### config.mk
export PLATFORM = sky130hd
export DESIGN_NAME = csr_unit
export DESIGN_NICKNAME = d
export VERILOG_FILES = /design/src/rtl/csr_unit.sv
export SDC_FILE = /design/constraint.sdc
export NUM_CORES = 1
export LEC_CHECK = 0
export BUFFER_PORTS_ARGS = -buffer_cell sky130_fd_sc_hd__buf_4
export CORE_MARGIN = 2
export CORE_UTILIZATION = 45
export CTS_CLUSTER_SIZE = 30
export DETAILED_ROUTE_END_ITERATION = 12
export PLACE_DENSITY = 0.66
export SLEW_MARGIN = 20
export SYNTH_ARGS = -nofsm -noshare
export SYNTH_HDL_FRONTEND = slang
export SYNTH_SLANG_ARGS = --single-unit
export TNS_END_PERCENT = 1
### constraint.sdc
create_clock -name clk -period 3.6 [get_ports clk]
set_input_delay 1.08 -clock clk [delete_from_list [all_inputs] [get_ports clk]]
set_output_delay 1.08 -clock clk [all_outputs]
set_load 0.05 [all_outputs]
### src/rtl/csr_unit.sv
// csr_unit: Zicsr register file with NUM_CSR general CSRs and optional 64-bit mcycle/minstret.
// Each request is one atomic read-modify-write; the old value is returned one cycle later.
module csr_unit #(
  parameter int          NUM_CSR     = 8,
  parameter logic [11:0] CSR_BASE    = 12'h7C0,
  parameter bit          COUNTERS_EN = 1'b1
) (
  input  logic        clk,
  input  logic        rst_n,
  input  logic        req_valid,
  input  logic [11:0] req_addr,
  input  logic [2:0]  req_funct3,
  input  logic [31:0] req_rs1_data,
  input  logic [4:0]  req_zimm,
  input  logic        req_src_zero,
  input  logic        retire,
  output logic        rsp_valid,
  output logic [31:0] rsp_rdata,
  output logic        rsp_illegal
);

  logic [31:0] r_csr [NUM_CSR];
  logic [63:0] r_mcycle;
  logic [63:0] r_minstret;

  logic [11:0] w_idx;
  logic        w_gen_sel;
  logic        w_cnt_sel;
  logic        w_f3_ok;
  logic        w_wr_intent;
  logic        w_ro;
  logic        w_illegal;
  logic        w_do_write;
  logic        w_wr_cyc;
  logic        w_wr_ins;
  logic [63:0] w_cnt64;
  logic [31:0] w_cnt_rdata;
  logic [31:0] w_gen_rdata;
  logic [31:0] w_old;
  logic [31:0] w_src;
  logic [31:0] w_new;

  // 13-bit compare so a bank ending at 0xFFF does not wrap the upper bound.
  assign w_idx     = req_addr - CSR_BASE;
  assign w_gen_sel = ({1'b0, req_addr} >= {1'b0, CSR_BASE}) &&
                     ({1'b0, req_addr} <  ({1'b0, CSR_BASE} + 13'(NUM_CSR)));

  // Counter map: page B (rw) or C (ro); addr[7] picks the high half, addr[1] picks minstret.
  assign w_cnt_sel = COUNTERS_EN &&
                     ((req_addr[11:8] == 4'hB) || (req_addr[11:8] == 4'hC)) &&
                     ((req_addr[6:0] == 7'h00) || (req_addr[6:0] == 7'h02));
  assign w_cnt64     = req_addr[1] ? r_minstret : r_mcycle;
  assign w_cnt_rdata = req_addr[7] ? w_cnt64[63:32] : w_cnt64[31:0];

  always_comb begin
    w_gen_rdata = '0;
    for (int i = 0; i < NUM_CSR; i++) begin
      if (w_idx == 12'(i)) w_gen_rdata = r_csr[i];
    end
  end

  assign w_old = w_gen_sel ? w_gen_rdata : (w_cnt_sel ? w_cnt_rdata : 32'h0);
  assign w_src = req_funct3[2] ? {27'b0, req_zimm} : req_rs1_data;

  always_comb begin
    case (req_funct3[1:0])
      2'b10:   w_new = w_old | w_src;
      2'b11:   w_new = w_old & ~w_src;
      default: w_new = w_src;
    endcase
  end

  assign w_f3_ok     = (req_funct3[1:0] != 2'b00);
  assign w_wr_intent = (req_funct3[1:0] == 2'b01) || !req_src_zero;
  assign w_ro        = (req_addr[11:10] == 2'b11);
  assign w_illegal   = !(w_gen_sel || w_cnt_sel) || !w_f3_ok || (w_ro && w_wr_intent);
  assign w_do_write  = req_valid && !w_illegal && w_wr_intent;
  assign w_wr_cyc    = w_do_write && w_cnt_sel && !req_addr[1];
  assign w_wr_ins    = w_do_write && w_cnt_sel && req_addr[1];

  always_ff @(posedge clk or negedge rst_n) begin
    if (!rst_n) begin
      for (int i = 0; i < NUM_CSR; i++) r_csr[i] <= '0;
    end else if (w_do_write && w_gen_sel) begin
      for (int i = 0; i < NUM_CSR; i++) begin
        if (w_idx == 12'(i)) r_csr[i] <= w_new;
      end
    end
  end

  // A software write to either half suppresses that counter's increment for the cycle.
  always_ff @(posedge clk or negedge rst_n) begin
    if (!rst_n) begin
      r_mcycle   <= '0;
      r_minstret <= '0;
    end else begin
      if (w_wr_cyc) begin
        if (req_addr[7]) r_mcycle[63:32] <= w_new;
        else             r_mcycle[31:0]  <= w_new;
      end else begin
        r_mcycle <= r_mcycle + 64'd1;
      end
      if (w_wr_ins) begin
        if (req_addr[7]) r_minstret[63:32] <= w_new;
        else             r_minstret[31:0]  <= w_new;
      end else if (retire) begin
        r_minstret <= r_minstret + 64'd1;
      end
    end
  end

  always_ff @(posedge clk or negedge rst_n) begin
    if (!rst_n) begin
      rsp_valid   <= 1'b0;
      rsp_rdata   <= '0;
      rsp_illegal <= 1'b0;
    end else begin
      rsp_valid <= req_valid;
      if (req_valid) begin
        rsp_rdata   <= w_illegal ? 32'h0 : w_old;
        rsp_illegal <= w_illegal;
      end
    end
  end

endmodule

==> Yosys cells after proc, flatten, opt, wreduce, memory -nomap -nowiden <==
Cells that the tools add are included.
{ "totals": {"regBits": 418, "output_inout_bits": 34, "elab_cells": 95, "in_bits": 57} }
{ "classes": {"n_addsub": 3, "order_cmp": 2, "bitwise_logic": 3, "eq_ne": 18, "reduce_logical": 34, "muxes": 20} }
{ "ops": {"columns": ["op", "n"], "rows": [
  ["two-way mux 32 bit", 15],
  ["two-way mux 64 bit", 4],
  ["adder 64 x 1 -> 64 bit (second input constant)", 2],
  ["one-hot mux 32 bit (2 select lines)", 1],
  ["== test 12 x 3 -> 1 bit (second input constant)", 4],
  ["AND 32 bit", 1],
  ["NOT 32 bit", 1],
  ["bitwise OR 32 bit", 1],
  ["== test 12 x 2 -> 1 bit (second input constant)", 2],
  ["AND reduction 2 bit", 10],
  ["== test 12 x 1 -> 1 bit (second input constant)", 1],
  ["greater-or-equal comparator 12 x 11 -> 1 bit (second input constant)", 1],
  ["logical NOT 12 bit", 1],
  ["< comparator 12 x 11 -> 1 bit (second input constant)", 1],
  ["subtractor 12 x 11 -> 12 bit (second input constant)", 1],
  ["logical AND 1 bit", 9],
  ["== test 4 bit (second input constant)", 2],
  ["!= test 2 bit (second input constant)", 4],
  ["== test 7 x 2 -> 1 bit (second input constant)", 1],
  ["logical NOT 7 bit", 1],
  ["== test 2 bit (second input constant)", 3],
  ["logical OR 1 bit", 6],
  ["logical NOT 1 bit", 5],
  ["nonzero test 2 bit", 2],
  ["== test 2 x 1 -> 1 bit (second input constant)", 1]
]} }

==> Depth between registers and ports, before layout <==
{ "logic_depth": {"depth_word": 15, "mapped_depth": 13} }

==> Least setup slack after synthesis <==
Ideal clock, no wire load.
{ "synth_timing": {"path_kind": "input port to flip-flop", "from": "input port req_addr[0]", "to": "register r_csr[29] in the netlist's numbering", "arrival_ps": 3303, "t_required_ps": 3470, "setup_ps": 130, "stages": 11, "path_buffers": 6, "slack_ps": 167, "path_cell_list": "buf_2 > buf_4 > buf_4 > buf_2 > buf_2 > mux2_1 > a222oi_1 > o211ai_1 > a31oi_1 > buf_2 > o21ai_1"} }
{ "synth_via": {"elab_chain_len": 13, "elab_cells_between_ends": 38, "cone_classes": "add/sub: 1; order compare: 2; eq/ne: 8; mux: 11; bitwise: 2; reduce/logical: 14"} }
{ "synth_lines": {"columns": ["item", "line_no", "source"], "rows": [
  ["from (decl)", "11", "input logic [11:0] req_addr,"],
  ["subtractor 12 x 11 -> 12 bit", "44", "assign w_idx = req_addr - CSR_BASE;"],
  ["logical NOT 12 bit", "58", "if (w_idx == 12'(i)) w_gen_rdata = r_csr[i];"],
  ["two-way mux 32 bit (8 in a row)", "58", null],
  ["two-way mux 32 bit", "62", "assign w_old = w_gen_sel ? w_gen_rdata : (w_cnt_sel ? w_cnt_rdata : 32'h0);"],
  ["AND 32 bit or bitwise OR 32 bit (tied branches)", "68, 67", null],
  ["one-hot mux 32 bit (2 select lines)", "66", "case (req_funct3[1:0])"],
  ["to (signal, indexed assignment)", "86", "if (w_idx == 12'(i)) r_csr[i] <= w_new;"],
  ["to (decl)", "22", "logic [31:0] r_csr [NUM_CSR];"]
]} }
Parallel ways exist; a longest one is shown, timed or not.
A chain may end at the register's enable or synchronous reset.

==> Worst setup path in the final report <==
{ "layout_timing": {"from": "input port req_addr[0]", "to": "register r_csr[242] in the netlist's numbering"} }
{ "layout_via": {"elab_chain_len": 13, "elab_cells_between_ends": 38, "cone_classes": "add/sub: 1; order compare: 2; eq/ne: 8; mux: 11; bitwise: 2; reduce/logical: 14"} }
{ "layout_lines": {"columns": ["item", "line_no"], "rows": [
  ["subtractor 12 x 11 -> 12 bit", "44"],
  ["logical NOT 12 bit", "58, 86"],
  ["two-way mux 32 bit (8 in a row)", "58"],
  ["two-way mux 32 bit", "62"],
  ["AND 32 bit or bitwise OR 32 bit (tied branches)", "68, 67"],
  ["one-hot mux 32 bit (2 select lines)", "66"]
]} }
Parallel ways exist; a longest one is shown, timed or not.

==> summary.txt <==
Power
  – Pwr dens: 403.8 nW/um2
  – Peak VDD IR: 0.3241 mV
  – Total leakage power: 12.02 nW

Global route
  – Vias in the first global route: 21420
  – GRT overflow: 0
  – Largest net degree at the start of global routing: 71
  – First-pass GRT wire length: 143500 um
  – Initial antenna violation count: 4
  – GRT Total Usage: 38.44%

Timing
  – Max_slew headroom: 20.07%
  – Post-route minimum period: 3.480 ns
  – Slew Viols, Final: 0
  – Fin Clk Skew: 0.01399 ns
  – RSZ-0062 raised after global routing: no
  – Period utilisation layout: 96.68%
  – Peak Freq: 0.2873 GHz
  – Setup violators final: 0
  – Slew of the pin with the lowest slew margin: 1.199 ns
  – Fin. Hold Viols: 0
  – PnR worst setup slack: 0.1197 ns

Drt
  – Final ANT Viol Nets: 0
  – DR vias/cell: 6.496
  – Remaining DRCs: 0
  – Detailed Routing Iterations Pass 1: 6
  – Total Wirelength: 98160 um
  – Initial drt markers: 2646
  – Vias: 22390
  – Wire length per cell: 28.48 um

Layout
  – Fillers: 4443
  – Share of cells above drive strength 1: 23.22%
  – Multi-input combinational cell area: 11110 um2
  – Cell area after layout: 28050 um2
  – Layout Cells excl Fill: 3447
  – Sequential cell area: 10460 um2
  – Final net count: 2804
  – Area Overhead vs Synth: 25.14%

Critical path
  – Worst Path Required: 4.09 ns
  – Reg2reg setup slack: 0.47 ns
  – Worst EP arrival: 3.97 ns
  – Worst-path fanout max: 17
  – CP Class: in2reg
  – Startpoint types: input pin
  – CP endpoint kind: flip-flop

Clocking
  – Worst skew pair latency: 0.61 ns
  – Clk root buf: clkbuf_16
  – Clock Path Buffers: 3
  – Post-CTS setup buffers: 0
  – H-tree lvl count: 2
  – Clk sinks: 418
  – CTS tree: done
  – CTS buffer count: 48
  – # resized after CTS: 0
  – Clk slew on worst S/H paths: 0.06 ns
  – CTS Hold Bufs: 0

Logic synthesis
  – Top FF cell, synth: dfrtp_1
  – Ys async rst share: 100.0%
  – Synth warn: 0
  – Syn Inst Count: 2440
  – Sequential share of the synthesized area: 46.66%
  – Yosys cell types: 90
  – Yosys reg bits: 418
  – Net count after synthesis: 2499
  – Post-synth EDFFs: 0
  – Post-Syn Area: 22420 um2
  – Mapped Avg Cell Area: 9.188 um2

Placed design
  – DP Area: 26380 um2
  – IO Port Bufs: 90
  – Pre-CTS worst setup slack: -0.3831 ns
  – Placed cell count: 3359
  – Routability Congestion: 1.034
  – Post-DP HPWL: 74570 um

Die
  – Initial Util: 45.70%
  – I/O pin cnt: 91
  – Area of the core: 49050 um2
  – Core Rows: 81
  – Die outline height: 227.2 um
  – Die area: 51620 um2
  – Die W: 227.2 um

Min path
  – Hold/Removal Path Class: in2async

Outcome
  – Status: finished clean

Job
  – Max cap viols: 0
==> cells in the mapped netlist, types with 23 or more instances <==
cell | count | share of area [%]
mux4_2 | 39 | 3.9
and3_1 | 29 | 0.81
a31oi_1 | 33 | 0.92
clkbuf_1 | 117 | 2.0
nand3_1 | 83 | 1.9
nand2_1 | 373 | 6.2
o21ai_0 | 76 | 1.7
o2bb2ai_1 | 23 | 0.90
dfrtp_1 | 418 | 47
mux2_2 | 36 | 1.8
buf_2 | 51 | 1.1
mux2i_1 | 31 | 1.4
a21oi_1 | 144 | 3.2
nor2_1 | 180 | 3.0
o211ai_1 | 49 | 1.6
o21ai_1 | 219 | 4.9
nor3_1 | 40 | 0.89
nand4_1 | 54 | 1.5
==> cell type report <==
cell class                      instances  share of cell area [%]
Multi-Input combinational cell       1806                   39.61
Tap cell                              664                   2.962
Inverter                               24                  0.3211
Antenna cell                            1                0.008920
Sequential cell                       418                   37.29
Clock inverter                         23                   1.240
Clock buffer                           64                   4.710
Timing Repair Buffer                  447                   13.86
==> cell families (layout without fill, tap and decap cells) <==
group,after synthesis,in the layout,share of synthesized area [%]
other,0,1,0
AOI/OAI and AO/OA,767,767,21.43
muxes,114,114,7.546
and+or+nand+nor,910,910,19.56
adders and majority gates,2,2,0.1116
DFF,418,418,46.66
buffers and inverters,216,558,4.186
xor gates and xnor gates,13,13,0.5079
==> routing by layer <==
metal / GRT usage [%] / vias up / part of all wire (%)
met5: 0 / - / 0.013
met4: 24.69 / 2 / 7.6
met3: 7.253 / 316 / 9.1
met2: 60.42 / 1360 / 45
met1: 48.89 / 11040 / 38
li1: - / 9675 / -
==> stage by stage <==
stage	utilization [%]	power, mW	hold slack, ns	setup TNS [ns]
after CTS	57.19	11.33	0.4386	0
after detailed placement	53.78	6.079	0.4666	-15.74
final	57.19	11.33	0.4239	0
after global routing	57.19	11.61	0.4560	0
after global placement	53.78	6.078	0.4567	-12.61
after floorplan	-	5.446	0.4434	0
==> where the power goes <==
| group | total, mW | switching, mW | internal (mW) |
|---|---|---|---|
| logic | 1.08 | 0.677 | 0.404 |
| registers | 4.95 | 0.161 | 4.79 |
| clock network | 5.30 | 2.14 | 3.16 |
==> final timing paths <==
path / from / endpoint / cells past startpoint
hold / removal: rst_n / r_csr[213]$_DFFE_PN0P_ / 1
min in group clk: r_csr[191]$_DFFE_PN0P_ / r_csr[191]$_DFFE_PN0P_ / 2
setup / recovery: req_addr[0] / r_csr[242]$_DFFE_PN0P_ / 9
hold reg to reg: r_csr[191]$_DFFE_PN0P_ / r_csr[191]$_DFFE_PN0P_ / 2
max in group asynchronous: rst_n / r_minstret[34]$_DFFE_PN0P_ / 2
setup reg to reg: r_mcycle[12]$_DFFE_PN0P_ / r_mcycle[63]$_DFFE_PN0P_ / 7
==> flip-flops by register name, indices dropped and copies added, names as in the netlist <==
register and cells:
r_csr 256, r_mcycle 64, r_minstret 64, rsp_illegal 1, rsp_rdata 32, rsp_valid 1
==> critical path: stages <==
cell and delay, ns:
buf_4 0.23, buf_12 0.20, mux4_2 0.51, o2bb2ai_1 0.13, a31oi_1 0.43, nor3_1 0.09, a21oi_1 0.93, buf_4 0.28
a21oi_1 0.07
==> cell usage in the layout, fill, tap and decap left out, drive strengths merged, types with 25 or more instances in the layout <==
cell / count
nor3: 44
nor2: 180
nand2: 373
mux2: 44
mux2i: 31
and3: 29
nand3: 85
inv: 25
dfrtp: 418
a31oi: 33
a21oi: 144
o211ai: 50
nand4: 56
clkbuf: 64
buf: 447
o21ai: 297
nor4: 34
mux4: 39
(Power assumes the default switching activity.)
